**config.mk**
```make
export PLATFORM = sky130hd
export DESIGN_NAME = decode_stage
export DESIGN_NICKNAME = d
export VERILOG_FILES = /design/src/rtl/decode_stage.sv
export SDC_FILE = /design/constraint.sdc
export NUM_CORES = 1
export LEC_CHECK = 0
export ABC_AREA = 1
export CORE_MARGIN = 2
export CORE_UTILIZATION = 58
export DETAILED_ROUTE_END_ITERATION = 8
export DONT_BUFFER_PORTS = 1
export PLACE_DENSITY = 0.82
export SETUP_SLACK_MARGIN = 0.4
export SLEW_MARGIN = 20
export SYNTH_ARGS = -nofsm -noshare
export SYNTH_HDL_FRONTEND = slang
export SYNTH_SLANG_ARGS = --single-unit
```
**constraint.sdc**
```tcl
create_clock -name clk -period 0.8 [get_ports clk]
set_input_delay 0.24 -clock clk [delete_from_list [all_inputs] [get_ports clk]]
set_output_delay 0.24 -clock clk [all_outputs]
set_load 0.01 [all_outputs]
```
**src/rtl/decode_stage.sv**
```systemverilog
// Instruction-decode pipeline stage: splits an instruction word into RL/RR/RD/OP
// and registers them with valid, stall and flush control.
module decode_stage #(
    parameter int REG_W = 5,
    parameter int OP_W  = 2,
    parameter int ISIZE = 17
) (
    input  logic             clk,
    input  logic             rst,
    input  logic [ISIZE-1:0] inst,
    input  logic             inst_valid,
    input  logic             stall,
    input  logic             flush,
    output logic [REG_W-1:0] rl,
    output logic [REG_W-1:0] rr,
    output logic [REG_W-1:0] rd,
    output logic [OP_W-1:0]  op,
    output logic             is_add,
    output logic             is_sub,
    output logic             is_mul,
    output logic             is_div,
    output logic             valid
);

    localparam int OP_LSB = 0;
    localparam int RD_LSB = OP_W;
    localparam int RR_LSB = OP_W + REG_W;
    localparam int RL_LSB = OP_W + 2 * REG_W;

    logic [REG_W-1:0] rl_reg, rr_reg, rd_reg;
    logic [OP_W-1:0]  op_reg;
    logic             valid_reg;
    logic [3:0]       op_hot;

    // Flush outranks stall; field registers only move on an accepted instruction.
    always_ff @(posedge clk or posedge rst) begin
        if (rst) begin
            rl_reg    <= '0;
            rr_reg    <= '0;
            rd_reg    <= '0;
            op_reg    <= '0;
            valid_reg <= 1'b0;
        end else if (flush) begin
            valid_reg <= 1'b0;
        end else if (!stall) begin
            valid_reg <= inst_valid;
            if (inst_valid) begin
                rl_reg <= inst[RL_LSB +: REG_W];
                rr_reg <= inst[RR_LSB +: REG_W];
                rd_reg <= inst[RD_LSB +: REG_W];
                op_reg <= inst[OP_LSB +: OP_W];
            end
        end
    end

    genvar gi;
    generate
        for (gi = 0; gi < 4; gi++) begin : g_op_hot
            assign op_hot[gi] = valid_reg && (op_reg == OP_W'(gi));
        end
    endgenerate

    assign rl     = rl_reg;
    assign rr     = rr_reg;
    assign rd     = rd_reg;
    assign op     = op_reg;
    assign valid  = valid_reg;
    assign is_add = op_hot[0];
    assign is_sub = op_hot[1];
    assign is_mul = op_hot[2];
    assign is_div = op_hot[3];

endmodule

```
==> run metrics <==
VDD IR max=1497 uV; Worst Path Arrival=1.04 ns; critical setup path kind=flop to primary output; PortBufs=0; Top-Level Pins=44; row cnt=13; Synth Register Bits=18; DIE WIDTH=roughly 40 um; cells after synthesis=86; Max Slew Vio Count=0; count leader, synth=nand2_1; Synth area leader=dfrtp_1; CP startpoint kind=flop; Critical Path Source=op[0]; via count=587; Setup Skew=0 ns; initial antenna violation count=0; GPL Wtd Cong=between 0.5 and 0.6; Seq/Total Area, Yosys=59.21%; worst min path class=input pin to asynchronous set/reset pin; H-Tree Depth=1; core outline area=~1300 um2; first-pass GRT wire length=roughly 2300 um; Top FF cell, synth=dfrtp_1; Area Overhead vs Synth=20.89%; hpwl dp=1181 um; relative max-transition margin=74.69%; CTS tree=built; clock root cell=clkbuf_4; GRT Util Overall=23.14%; total gr overflow=0; starting density of the core=between 50% and 60%; power per cell area=2288 nW/um2; reg-to-reg slack, setup=-0.15 ns; Max FO, Critical Path=4; P_leak=~0.00047 uW; Slew @ Worst Pin=0.3789 ns; violated checks=hold timing, setup timing; EDFF count, synth=0; mapped cell area=roughly 760 um2; Stages on worst setup path=2; # diodes=0; first-pass detailed-route iteration total=4; Max Fclk=about 0.78 GHz; Hold WS=-0.2090 ns; outcome=finished, violations left; Ys Warns=0; Reg clk slew, reported paths=roughly 0.1 ns; Post-Route WL=approximately 1600 um; crit share post-route=160.3%; die area=about 1600 um2; min Tclk post-route=1.282 ns; Final Util=72.49%; clk sink count=18; top cell type's share of synthesized area=59.21%; vias per cell=5.435; CTS buffer count=3; syn_area_per_cell=8.846 um2; Max Cap Viol=0; RSZ-0062 raised after global routing=true; share of layout cells above drive strength 1=29.03%; largest net degree at the start of global routing=19; CP Cell Sequence=inv_4, nor3_4; syn nets=between 100 and 150; Crit path max-delay family=flip-flops; Worst Setup EP=is_div; die outline height=about 40 um; Clk Latency, worst-skew pair=0.29 ns; number of global-route vias before repair=560; CP Buf/Inv Count=1; worst reg2reg endpoint=op[1]; post-DR wirelength/cell=14.94 um; clock tree buffer depth=2; drt drc=0; CP endpoint kind=primary output; DRT antenna net count=0; cell with the largest stage delay on the worst path=dfrtp_2; top post-synthesis cells by count=nand2_1 (36), dfrtp_1 (18), nand3_1 (17); CP peak stage delay=0.47 ns; Critical Path RT=0.56 ns; Final Hold Fails=18; ys async rst share=100.0%; final setup violation count=25; Yosys cell types=11; largest cells by area after synthesis=dfrtp_1 (59%), nand2_1 (18%), nand3_1 (11%); final worst slack=-0.4824 ns; critical register-to-register path startpoint=op[1]; DRT iter0 DRCs=15; Final nets=116; worst r2r path cells=4
==> through the flow <==
stage / setup TNS [ns] / power, uW / cell area [um2] / setup WS [ns] / cells
4_1_cts: -5.482 / 2078 / 882.1 / -0.4851 / 107
6_report: -5.710 / 2104 / 919.6 / -0.4824 / 108
3_5_place_dp: -0.6061 / 1522 / 825.8 / -0.1565 / 102
3_3_place_gp: -0.4201 / 1488 / 825.8 / -0.1076 / 102
2_1_floorplan: -1.226 / 1443 / 814.5 / -0.1390 / 86
5_1_grt: -6.578 / 2225 / 919.6 / -0.5275 / 108
==> worst min path at each step <==
| stage | cells after the start | endpoint | slack [ns] | start |
|---|---|---|---|---|
| 3_3_place_gp | 1 | rl[4] | 0.11 | rst |
| 5_1_grt | 1 | rr[2] | -0.19 | rst |
| 2_1_floorplan | 1 | rd[0] | 0.08 | rst |
| 6_report | 1 | rl[1] | -0.21 | rst |
| 4_1_cts | 1 | rr[2] | -0.21 | rst |
| 3_5_place_dp | 1 | rr[2] | 0.12 | rst |
==> metal layers <==
metal | GRT usage, % | share of wire, % | vias to the layer above
met5 | 0 | 0 | -
met4 | 12.50 | 0.74 | 0
met3 | 6.111 | 8.1 | 2
met2 | 45.16 | 56 | 26
met1 | 21.09 | 35 | 270
li1 | - | - | 289
==> layout by cell type (no fill, tap or decap), drive strengths merged <==
cell      synthesis  routed
buf               4       7
clkbuf            0       4
clkinvlp          0       1
dfrtp            18      18
inv               4       3
nand2            37      37
nand3            17      17
nor2              2       2
nor3              4       4
==> area by class of cell <==
cell class	instances	area (um2)
clock buffers	4	36.28
fillers	98	349.1
inverters	4	23.77
multi-input cells	60	324.1
flip-flops and latches	18	452.9
well taps	15	18.77
repair buffers	7	63.81
==> repair_timing <==
item	CTS	global route
endpoints found under the setup margin	40	40
endpoints found under the hold margin	18	18
buffers inserted	1	1
gates cloned	0	0
pin swaps	16	3
resized for setup	4	7
==> report_power, final <==
group,switching (uW),internal (uW)
logic,187,128
registers,188,1050
clock network,272,277
==> cell families (layout without fill, tap and decap cells) <==
logic type | Yosys count | after routing | synth area share (%)
buffers and inverters | 8 | 15 | 5.756
flip-flops | 18 | 18 | 59.21
AND/OR/NAND/NOR | 60 | 60 | 35.03
Note: power is estimated with default switching activity, not from simulation.
